<file path="config.mk">
export PLATFORM = sky130hd
export DESIGN_NAME = seq_controller_flat
export DESIGN_NICKNAME = d
export VERILOG_FILES = /design/src/rtl/seq_controller_if.sv /design/src/rtl/seq_controller.sv /design/src/flat_wrapper.sv
export SDC_FILE = /design/constraint.sdc
export NUM_CORES = 1
export LEC_CHECK = 0
export BUFFER_PORTS_ARGS = -buffer_cell sky130_fd_sc_hd__buf_2
export CORE_AREA = 5 5 79 81
export CTS_BUF_LIST = sky130_fd_sc_hd__clkbuf_4
export CTS_CLUSTER_SIZE = 24
export DETAILED_ROUTE_END_ITERATION = 8
export DIE_AREA = 0 0 84 86
export MAX_ROUTING_LAYER = met4
export PLACE_DENSITY_LB_ADDON = 0.05
export SETUP_SLACK_MARGIN = 0.4
export SYNTH_ARGS = -nofsm -noshare
export SYNTH_HDL_FRONTEND = slang
export SYNTH_SLANG_ARGS = --single-unit
</file>
<file path="constraint.sdc">
create_clock -name clk_i -period 2.2 [get_ports clk_i]
set_clock_uncertainty 0.2 [all_clocks]
set_input_delay 0.33 -clock clk_i [delete_from_list [all_inputs] [get_ports clk_i]]
set_output_delay 0.33 -clock clk_i [all_outputs]
set_load 0.01 [all_outputs]
</file>
<file path="src/rtl/seq_controller_if.sv">
// Instruction fetch handshake between the instruction memory (master) and the sequencer (slave).
interface seq_controller_if #(
    parameter int IW = 8
);
    logic          instr_valid;
    logic [IW-1:0] instr;
    logic          instr_ready;

    modport master (output instr_valid, output instr, input instr_ready);
    modport slave  (input instr_valid, input instr, output instr_ready);
endinterface

</file>
<file path="src/rtl/seq_controller.sv">
// Multi-cycle instruction sequencer: fetch, settle wait, one-cycle execute strobe burst, terminal halt.
// Optional feature: define SEQ_ILLEGAL_TRAP_EN to trap illegal opcodes into HALT with a sticky illegal_op.
//
// state    | meaning
// S_FETCH  | instr_ready high, waiting for a handshake
// S_SETTLE | down-counter running before execute
// S_EXEC   | single cycle carrying the decoded strobes
// S_HALT   | terminal; left only through reset
module seq_controller #(
    parameter int OPC_W         = 4,
    parameter int OPD_W         = 4,
    parameter int ALU_SEL_W     = 4,
    parameter int SETTLE_CYCLES = 4
) (
    input  logic                 clk_i,
    input  logic                 reset_i,
    seq_controller_if.slave      fetch_if,
    input  logic                 zero_i,
    input  logic                 carry_i,
    output logic                 load_ir_o,
    output logic                 inc_pc_o,
    output logic                 sel_pc_o,
    output logic                 load_pc_o,
    output logic                 load_reg_o,
    output logic                 dump_reg_o,
    output logic                 load_acc_o,
    output logic                 dump_acc_o,
    output logic [1:0]           sel_acc_o,
    output logic [ALU_SEL_W-1:0] sel_alu_o,
    output logic [OPD_W-1:0]     imm_data_o,
    output logic [OPD_W-1:0]     reg_num_o,
    output logic                 halted_o,
    output logic                 illegal_op_o
);
    localparam int IW = OPC_W + OPD_W;
    localparam logic [7:0] CNT_LOAD = (SETTLE_CYCLES > 0) ? 8'(SETTLE_CYCLES - 1) : 8'd0;

    typedef enum logic [1:0] {S_FETCH, S_SETTLE, S_EXEC, S_HALT} state_t;

    state_t               state_q, state_d;
    logic [7:0]           cnt_q, cnt_d;
    logic [IW-1:0]        ir_q, ir_d;
    logic                 instr_ready_q, instr_ready_d;
    logic                 load_ir_q, load_ir_d, inc_pc_q, inc_pc_d, sel_pc_q, sel_pc_d;
    logic                 load_pc_q, load_pc_d, load_reg_q, load_reg_d, dump_reg_q, dump_reg_d;
    logic                 load_acc_q, load_acc_d, dump_acc_q, dump_acc_d;
    logic [1:0]           sel_acc_q, sel_acc_d;
    logic [ALU_SEL_W-1:0] sel_alu_q, sel_alu_d;
    logic [OPD_W-1:0]     imm_data_q, imm_data_d, reg_num_q, reg_num_d;
    logic                 halted_q, halted_d, illegal_op_q, illegal_op_d;
    logic [IW-1:0]        dec_word;
    logic [OPC_W-1:0]     opcode;
    logic [OPD_W-1:0]     operand;
    logic                 is_illegal;

    // With a zero settle interval the word is decoded straight off the bus on the capture edge.
    assign dec_word   = (state_q == S_FETCH) ? fetch_if.instr : ir_q;
    assign opcode     = dec_word[IW-1:OPD_W];
    assign operand    = dec_word[OPD_W-1:0];
    assign is_illegal = (opcode == OPC_W'(4'b1001)) || (opcode == OPC_W'(4'b1110));

    always_comb begin
        state_d       = state_q;
        cnt_d         = cnt_q;
        ir_d          = ir_q;
        instr_ready_d = 1'b0;
        load_ir_d     = 1'b0;
        inc_pc_d      = 1'b0;
        load_pc_d     = 1'b0;
        load_reg_d    = 1'b0;
        dump_reg_d    = 1'b0;
        load_acc_d    = 1'b0;
        dump_acc_d    = 1'b0;
        halted_d      = 1'b0;
        illegal_op_d  = 1'b0;
        sel_pc_d      = sel_pc_q;
        sel_acc_d     = sel_acc_q;
        sel_alu_d     = sel_alu_q;
        imm_data_d    = imm_data_q;
        reg_num_d     = reg_num_q;

        case (state_q)
            S_FETCH: begin
                if (instr_ready_q && fetch_if.instr_valid) begin
                    ir_d      = fetch_if.instr;
                    load_ir_d = 1'b1;
                    if (SETTLE_CYCLES == 0) begin
                        state_d = S_EXEC;
                    end else begin
                        state_d = S_SETTLE;
                        cnt_d   = CNT_LOAD;
                    end
                end
            end
            S_SETTLE: begin
                if (cnt_q == 8'd0) state_d = S_EXEC;
                else               cnt_d   = cnt_q - 8'd1;
            end
            S_EXEC: begin
                state_d = S_FETCH;
                if (opcode == OPC_W'(4'b1111)) state_d = S_HALT;
`ifdef SEQ_ILLEGAL_TRAP_EN
                if (is_illegal) begin
                    state_d      = S_HALT;
                    illegal_op_d = 1'b1;
                end
`endif
            end
            S_HALT:  illegal_op_d = illegal_op_q;
            default: state_d = S_FETCH;
        endcase

        instr_ready_d = (state_d == S_FETCH);
        halted_d      = (state_d == S_HALT);

        // Strobes and operand fields are computed on the edge entering EXEC, so flags are sampled there.
        if (state_d == S_EXEC) begin
            sel_pc_d   = 1'b0;
            sel_acc_d  = 2'b00;
            sel_alu_d  = '0;
            imm_data_d = '0;
            reg_num_d  = '0;
            case (opcode)
                OPC_W'(4'b0000): inc_pc_d = 1'b1;
                OPC_W'(4'b0001), OPC_W'(4'b0010), OPC_W'(4'b0011): begin
                    dump_reg_d = 1'b1;
                    reg_num_d  = operand;
                    sel_acc_d  = 2'b10;
                    load_acc_d = 1'b1;
                    inc_pc_d   = 1'b1;
                    sel_alu_d  = (opcode == OPC_W'(4'b0001)) ? ALU_SEL_W'(4'b0000) :
                                 (opcode == OPC_W'(4'b0010)) ? ALU_SEL_W'(4'b0001) : ALU_SEL_W'(4'b1000);
                end
                OPC_W'(4'b1100), OPC_W'(4'b1011): begin
                    sel_acc_d  = 2'b10;
                    load_acc_d = 1'b1;
                    inc_pc_d   = 1'b1;
                    sel_alu_d  = (opcode == OPC_W'(4'b1100)) ? ALU_SEL_W'(4'b1100) : ALU_SEL_W'(4'b1101);
                end
                OPC_W'(4'b0100): begin
                    dump_reg_d = 1'b1;
                    reg_num_d  = operand;
                    sel_acc_d  = 2'b01;
                    load_acc_d = 1'b1;
                    inc_pc_d   = 1'b1;
                end
                OPC_W'(4'b0101): begin
                    dump_acc_d = 1'b1;
                    load_reg_d = 1'b1;
                    reg_num_d  = operand;
                    inc_pc_d   = 1'b1;
                end
                OPC_W'(4'b1101): begin
                    imm_data_d = operand;
                    sel_acc_d  = 2'b00;
                    load_acc_d = 1'b1;
                    inc_pc_d   = 1'b1;
                end
                OPC_W'(4'b0110), OPC_W'(4'b1000): begin
                    if ((opcode == OPC_W'(4'b0110)) ? zero_i : carry_i) begin
                        load_pc_d = 1'b1;
                        sel_pc_d  = 1'b0;
                        reg_num_d = operand;
                    end else begin
                        inc_pc_d  = 1'b1;
                    end
                end
                OPC_W'(4'b0111), OPC_W'(4'b1010): begin
                    if ((opcode == OPC_W'(4'b0111)) ? zero_i : carry_i) begin
                        load_pc_d  = 1'b1;
                        sel_pc_d   = 1'b1;
                        imm_data_d = operand;
                    end else begin
                        inc_pc_d   = 1'b1;
                    end
                end
                OPC_W'(4'b1111): ;
                default: begin
                    illegal_op_d = is_illegal;
`ifndef SEQ_ILLEGAL_TRAP_EN
                    inc_pc_d     = 1'b1;
`endif
                end
            endcase
        end
    end

    always_ff @(posedge clk_i) begin
        if (reset_i) begin
            state_q       <= S_FETCH;
            cnt_q         <= 8'd0;
            ir_q          <= '0;
            instr_ready_q <= 1'b0;
            load_ir_q     <= 1'b0;
            inc_pc_q      <= 1'b0;
            sel_pc_q      <= 1'b0;
            load_pc_q     <= 1'b0;
            load_reg_q    <= 1'b0;
            dump_reg_q    <= 1'b0;
            load_acc_q    <= 1'b0;
            dump_acc_q    <= 1'b0;
            sel_acc_q     <= 2'b00;
            sel_alu_q     <= '0;
            imm_data_q    <= '0;
            reg_num_q     <= '0;
            halted_q      <= 1'b0;
            illegal_op_q  <= 1'b0;
        end else begin
            state_q       <= state_d;
            cnt_q         <= cnt_d;
            ir_q          <= ir_d;
            instr_ready_q <= instr_ready_d;
            load_ir_q     <= load_ir_d;
            inc_pc_q      <= inc_pc_d;
            sel_pc_q      <= sel_pc_d;
            load_pc_q     <= load_pc_d;
            load_reg_q    <= load_reg_d;
            dump_reg_q    <= dump_reg_d;
            load_acc_q    <= load_acc_d;
            dump_acc_q    <= dump_acc_d;
            sel_acc_q     <= sel_acc_d;
            sel_alu_q     <= sel_alu_d;
            imm_data_q    <= imm_data_d;
            reg_num_q     <= reg_num_d;
            halted_q      <= halted_d;
            illegal_op_q  <= illegal_op_d;
        end
    end

    assign fetch_if.instr_ready = instr_ready_q;
    assign load_ir_o    = load_ir_q;
    assign inc_pc_o     = inc_pc_q;
    assign sel_pc_o     = sel_pc_q;
    assign load_pc_o    = load_pc_q;
    assign load_reg_o   = load_reg_q;
    assign dump_reg_o   = dump_reg_q;
    assign load_acc_o   = load_acc_q;
    assign dump_acc_o   = dump_acc_q;
    assign sel_acc_o    = sel_acc_q;
    assign sel_alu_o    = sel_alu_q;
    assign imm_data_o   = imm_data_q;
    assign reg_num_o    = reg_num_q;
    assign halted_o     = halted_q;
    assign illegal_op_o = illegal_op_q;
endmodule

</file>
<file path="src/flat_wrapper.sv">
// flat-port wrapper written by rule: the top's interface ports become plain ports
module seq_controller_flat 
#(
    parameter int OPC_W         = 4,
    parameter int OPD_W         = 4,
    parameter int ALU_SEL_W     = 4,
    parameter int SETTLE_CYCLES = 4
)
  (clk_i, reset_i, zero_i, carry_i, load_ir_o, inc_pc_o, sel_pc_o, load_pc_o, load_reg_o, dump_reg_o, load_acc_o, dump_acc_o, sel_acc_o, sel_alu_o, imm_data_o, reg_num_o, halted_o, illegal_op_o, fetch_if_instr_valid, fetch_if_instr, fetch_if_instr_ready);
  seq_controller_if #(.IW(8)) fetch_if_i ();
  input  logic clk_i;
  input  logic reset_i;
  input  logic zero_i;
  input  logic carry_i;
  output logic load_ir_o;
  output logic inc_pc_o;
  output logic sel_pc_o;
  output logic load_pc_o;
  output logic load_reg_o;
  output logic dump_reg_o;
  output logic load_acc_o;
  output logic dump_acc_o;
  output logic [1:0] sel_acc_o;
  output logic [ALU_SEL_W-1:0] sel_alu_o;
  output logic [OPD_W-1:0] imm_data_o;
  output logic [OPD_W-1:0] reg_num_o;
  output logic halted_o;
  output logic illegal_op_o;
  input wire logic [$bits(fetch_if_i.instr_valid)-1:0] fetch_if_instr_valid;
  input wire logic [$bits(fetch_if_i.instr)-1:0] fetch_if_instr;
  output wire logic [$bits(fetch_if_i.instr_ready)-1:0] fetch_if_instr_ready;
  assign fetch_if_i.instr_valid = fetch_if_instr_valid;
  assign fetch_if_i.instr = fetch_if_instr;
  assign fetch_if_instr_ready = fetch_if_i.instr_ready;
  seq_controller #(.OPC_W(OPC_W), .OPD_W(OPD_W), .ALU_SEL_W(ALU_SEL_W), .SETTLE_CYCLES(SETTLE_CYCLES)) u_core (.clk_i(clk_i), .reset_i(reset_i), .fetch_if(fetch_if_i), .zero_i(zero_i), .carry_i(carry_i), .load_ir_o(load_ir_o), .inc_pc_o(inc_pc_o), .sel_pc_o(sel_pc_o), .load_pc_o(load_pc_o), .load_reg_o(load_reg_o), .dump_reg_o(dump_reg_o), .load_acc_o(load_acc_o), .dump_acc_o(dump_acc_o), .sel_acc_o(sel_acc_o), .sel_alu_o(sel_alu_o), .imm_data_o(imm_data_o), .reg_num_o(reg_num_o), .halted_o(halted_o), .illegal_op_o(illegal_op_o));
endmodule
</file>
=== Word-level counts from Yosys, hierarchy flattened ===
Cells that the tools add are included.

* Register bits: 42
* Bits of input ports: 13
* Output and inout bits: 25
* Logic and storage cells: 95

* Multiplexer cells: 33
* Reductions and logical operators: 20
* Equal/unequal tests: 22
* Add/subtract/negate cells: 1
* Bitwise logic cells: 2

{| class="wikitable"
|+ Operator list
! cell !! count
|-
| $eq A4 B4 Y1 const B || 8
|-
| $mux W8 || 3
|-
| $pmux W4 S2 || 3
|-
| $eq A4 B3 Y1 const B || 4
|-
| $mux W4 || 4
|-
| $pmux W8 S2 || 1
|-
| $mux W1 || 15
|-
| $reduce_or A14 Y1 || 1
|-
| $reduce_or A2 Y1 || 5
|-
| $reduce_or A5 Y1 || 2
|-
| $eq A2 B2 Y1 const B || 4
|-
| $eq A4 B2 Y1 const B || 2
|-
| $logic_not A8 Y1 || 1
|-
| $sub A8 B1 Y8 const B || 1
|-
| $reduce_or A7 Y1 || 1
|-
| $mux W2 || 3
|-
| $pmux W2 S3 || 1
|-
| $eq A4 B1 Y1 const B || 1
|-
| $logic_not A2 Y1 || 2
|-
| $logic_not A4 Y1 || 1
|-
| $ne A2 B2 Y1 const B || 2
|-
| $pmux W2 S2 || 1
|-
| $reduce_or A4 Y1 || 1
|-
| $pmux W1 S3 || 1
|-
| other kinds (9) || 10
|}

=== Longest topological paths before layout ===
* Depth in word-level cells: 8
* Depth in mapped cells: 8
* Mapped depth without buffers: 7

=== Least setup slack after synthesis ===
No wires, ideal clock.

* Path type: reg2reg
* Start: register u_core.state_q[1]
* End: register u_core.imm_data_q[1], in the netlist u_core.imm_data_o[1]
* Arrival time: 1.601 ns
* Path buffers: 1
* Setup time: 0.097 ns
* Stages on the path, launching flop included: 7
* Data required time: 1.903 ns
* Path slack: 0.302 ns
* Clock period less this slack: 1.898 ns
* Path through: dfxtp_1 > buf_6 > or4b_4 > o22ai_4 > a22oi_2 > and2_4 > o41ai_4

* Cells in the longest elaborated chain, start to end: 6
* Elaborated cells on any way between the ends: 17
* Those cells by class: eq/ne (7); mux (8); reduce/logical (2)

{| class="wikitable"
|+ RTL lines
! what !! line !! RTL
|-
| start, declared || seq_controller.sv:40 || <nowiki>state_t state_q, state_d;</nowiki>
|-
| start signal, assigned || seq_controller.sv:209 || <nowiki>state_q <= state_d;</nowiki>
|-
| $logic_not A2 Y1 || seq_controller.sv:57, seq_controller.sv:82 ||
|-
| $mux W8 || seq_controller.sv:57 || <nowiki>assign dec_word = (state_q == S_FETCH) ? fetch_if.instr : ir_q;</nowiki>
|-
| $eq A4 B4 Y1 or $eq A4 B3 Y1 (tied branches) || seq_controller.sv:101, seq_controller.sv:123, seq_controller.sv:169 ||
|-
| $mux W2 or $mux W1 (tied branches) || seq_controller.sv:101, seq_controller.sv:169 ||
|-
| $pmux W2 S3 or $mux W4 (tied branches) || seq_controller.sv:82, seq_controller.sv:169 ||
|-
| $eq A2 B2 Y1 or $pmux W4 S2 (tied branches) || seq_controller.sv:117, seq_controller.sv:123 ||
|-
| end signal, assigned || seq_controller.sv:223 || <nowiki>imm_data_q <= imm_data_d;</nowiki>
|-
| end, declared || seq_controller.sv:49 || <nowiki>logic [OPD_W-1:0] imm_data_q, imm_data_d, reg_num_q, reg_num_d;</nowiki>
|}

Parallel ways exist; a longest one is shown, timed or not.
A chain may end at the register's enable or synchronous reset.

=== Worst setup path after layout ===
* Start: register u_core.state_q[1]
* End: register u_core.imm_data_q[3], in the netlist u_core.imm_data_o[3]

Same word-level chain as after synthesis.

==> results.py <==
metrics = {
    "routing": {
        "via_per_inst": 5.20,
        "vias": 1962,
        "drtPass1Iterations": 4,
        "postRouteAntennaNets": 0,
        "drc": 0,
        "drt-total-wl_um": 5980,
        "drtIter0Drc": 56,
        "wire_per_inst_um": 15.9,
    },
    "pwr": {
        "leakagePower_nw": 1.19,
        "p_switching_mw": 0.739,
        "peakVddDrop_v": 0.000405,
        "intPower_mw": 1.33,
        "p_sw_share_pct": 35.6,
        "pwr-share-seq_pct": 43.2,
        "finalPower_mw": 2.07,
        "clockPowerShare_pct": 17.1,
        "p_comb_share_pct": 39.8,
        "power_density_nw_per_um2": 709,
    },
    "logic_synthesis": {
        "yosys_most_used_dff": "dfxtp_1",
        "syn-num-nets": 251,
        "synth_cells": 237,
        "ys_ff_latch": 41,
        "async_flop_share_pct": 0,
        "syn_avg_cell_area_um2": 8.83,
        "synth_cell_types": 59,
        "yosys_warnings": 0,
        "synth_edf_count": 0,
        "syn_area_um2": 2090,
        "synth_seq_area_share_pct": 39.2,
    },
    "worst_setup_path": {
        "required_ns": 2.26,
        "critPathLaunchType": "register",
        "critPathArrivalTime_ns": 2.02,
        "crit_path_end_kind": "register",
        "worst-setup-path-type": "reg -> reg",
        "critPathMaxFanout": 5,
    },
    "floorplanning": {
        "die_h_um": 86,
        "fp.dieArea_um2": 7220,
        "die_w_um": 84,
        "io_pins": 38,
        "initial_core_util_pct": 38.7,
        "core_um2": 5410,
        "fp-row-count": 27,
    },
    "clock_tree": {
        "cts_htree_levels": 2,
        "cts_root_buf": "clkbuf_4",
        "cts_made_buffers": 5,
        "clock_sinks": 41,
        "insertion_delay_ns": 0.34,
        "tritoncts": "yes",
        "cts_buffer_depth": 2,
        "clkTransAtPathRegs_ns": 0.13,
    },
    "sta": {
        "slew_headroom_pct": 63.7,
        "slew_viol_final": 0,
        "max_freq_mhz": 510,
        "period_minus_slack_ns": 1.96,
        "fin_crit_sh_pct": 89.1,
        "worst_slew_pin_slew_ns": 0.540,
        "setup_violations": 0,
        "fin_ws_ns": 0.240,
        "rsz0062_at_grt": "true",
        "hold_viol": 0,
        "timing.hold.ws_ns": 0.0113,
        "tns_ns": 0,
    },
    "global_route": {
        "grt_pass1_vias": 1901,
        "grt-ovfl-total": 0,
        "grt_start_max_net_pins": 16,
        "grt_util_all_layers_pct": 16.9,
        "grt_antenna_before_repair": 0,
        "grt_pass1_wl_um": 9570,
    },
    "placement": {
        "dp_slack_ns": 0.117,
        "hpwlAfterDp_um": 4170,
        "port_buffers": 36,
        "finalWeightedCongestion": 0.890,
    },
    "cells_and_area": {
        "drive_gt1_share_pct": 43.0,
        "nets": 318,
        "area_growth_pct": 39.7,
        "diodes": 0,
    },
    "outcome": {
        "outcome": "complete, no violations",
    },
    "worst_hold_path": {
        "hold_class": "in -> reg",
    },
    "job": {
        "maxCapViolCount": 0,
    },
}
## what timing repair did
action,in CTS,in global routing
setup buffers,6,7
endpoints found under the setup margin,31,29
gates resized for setup,21,47
pin swaps,5,23
cloned,0,1
endpoints found under the hold margin,3,0
hold buffers,3,0
## worst max-delay path, stage by stage, from the launching register on
cell	delay (ns)
dfxtp_4	0.39
buf_6	0.12
or4b_4	0.50
o22ai_4	0.18
a22oi_2	0.12
and2_4	0.18
o41ai_4	0.19
## synth_stat cells, types with 2 or more instances
cell	count	area (um^2)
nand2_1	27	101
mux2i_1	4	40.0
o211ai_1	2	15.0
mux2_2	2	22.5
nor4bb_1	4	40.0
o311ai_0	2	17.5
o21ai_0	4	20.0
xor2_1	5	43.8
nor3_1	10	50.1
nand4_1	2	12.5
xnor2_1	3	26.3
nand3b_1	4	30.0
nor4_1	2	12.5
nand3_1	7	35.0
nor2_1	19	71.3
o221ai_1	2	17.5
nand2b_1	6	37.5
a21oi_1	23	115
nor4b_2	2	30.0
inv_1	10	37.5
o41ai_4	2	55.1
dfxtp_1	41	821
nand4b_1	2	17.5
o31ai_1	2	15.0
buf_4	2	15.0
a211oi_1	5	37.5
o32ai_1	2	17.5
nor3b_1	3	22.5
buf_2	4	20.0
clkbuf_1	5	18.8
## placed cells by master (no fill, tap or decap), drive strengths merged, types with 2 or more instances in the layout
master and n:
inv 10, nand2b 6, clkinv 3, or4b 2, a211oi 6, o221ai 2, nand4b 2, o211ai 2
buf 70, nand3 7, dlygate4sd3 3, xor2 5, nor3 10, o32ai 2, mux2 3, o21ai 4
nor3b 3, nand4 2, nand3b 4, o311ai 3, mux2i 4, xnor2 3, nor4b 2, o31ai 2
clkbuf 6, nor2 20, nor4bb 4, a21oi 23, nor4 3, o41ai 2, nand2 27, dfxtp 41
## path summary, 6_finish.rpt
kind,startpoint,end,slack [ns],cells after the start
max,u_core.state_q[1],u_core.imm_data_o[3],0.24,6
min,fetch_if_instr[0],u_core.ir_q[0],0.01,3
max reg2reg,u_core.state_q[1],u_core.imm_data_o[3],0.24,6
min reg2reg,u_core.cnt_q[0],u_core.cnt_q[0],0.27,1
## layout make-up
cell class	instances	area (um^2)
fill	511	2480
clock inverter	3	12.5
tap	72	90.1
timing repair buffer	74	533
multi-input combinational	172	1370
clock buffer	5	37.5
sequential	41	840
inverter	10	37.5
## flip-flops by register name, indices dropped and copies added, names as in the netlist, 2 cells and up
name,count
u_core.state_q,2
u_core.sel_acc_o,2
u_core.cnt_q,8
u_core.sel_alu_o,3
u_core.imm_data_o,4
u_core.ir_q,8
u_core.reg_num_o,4
## per-layer routing
| layer | vias up | share of wire, % | routed length [um] | global-route usage [%] |
|---|---|---|---|---|
| li1 | 991 | - | - | - |
| met1 | 930 | 46 | 2780 | 21.6 |
| met2 | 37 | 49 | 2930 | 28.1 |
| met3 | 4 | 3.8 | 228 | 3.27 |
| met4 | 0 | 0.67 | 40 | 3.51 |
| met5 | - | 0 | 0 | - |
## stage by stage
step           cells  util, %  area (um^2)
2_1_floorplan    237        -         2110
3_3_place_gp     352     45.3         2450
3_5_place_dp     352     45.3         2450
4_1_cts          369     49.3         2660
5_1_grt          377     54.1         2920
6_report         377     54.1         2920
## power groups by stage
stage | registers [mW] | clock network [mW] | logic [mW]
floorplan | 0.876 | 0 | 0.391
global placement | 0.889 | 0 | 0.579
detailed placement | 0.889 | 0 | 0.577
CTS | 0.887 | 0.368 | 0.654
global route | 0.907 | 0.395 | 0.896
finish | 0.896 | 0.354 | 0.825
## cell families (layout without fill, tap and decap cells)
logic type,after synthesis,in the layout,share of synthesized area (%)
other,1,1,0.179
buffers and inverters,24,92,5.32
adders and majority gates,1,1,0.598
and+or+nand+nor,100,100,27.3
AOI/OAI and AO/OA,55,55,20.3
xor gates and xnor gates,8,8,3.35
DFF,41,41,39.2
muxes,7,7,3.71
Power figures use the tool's default switching activity.
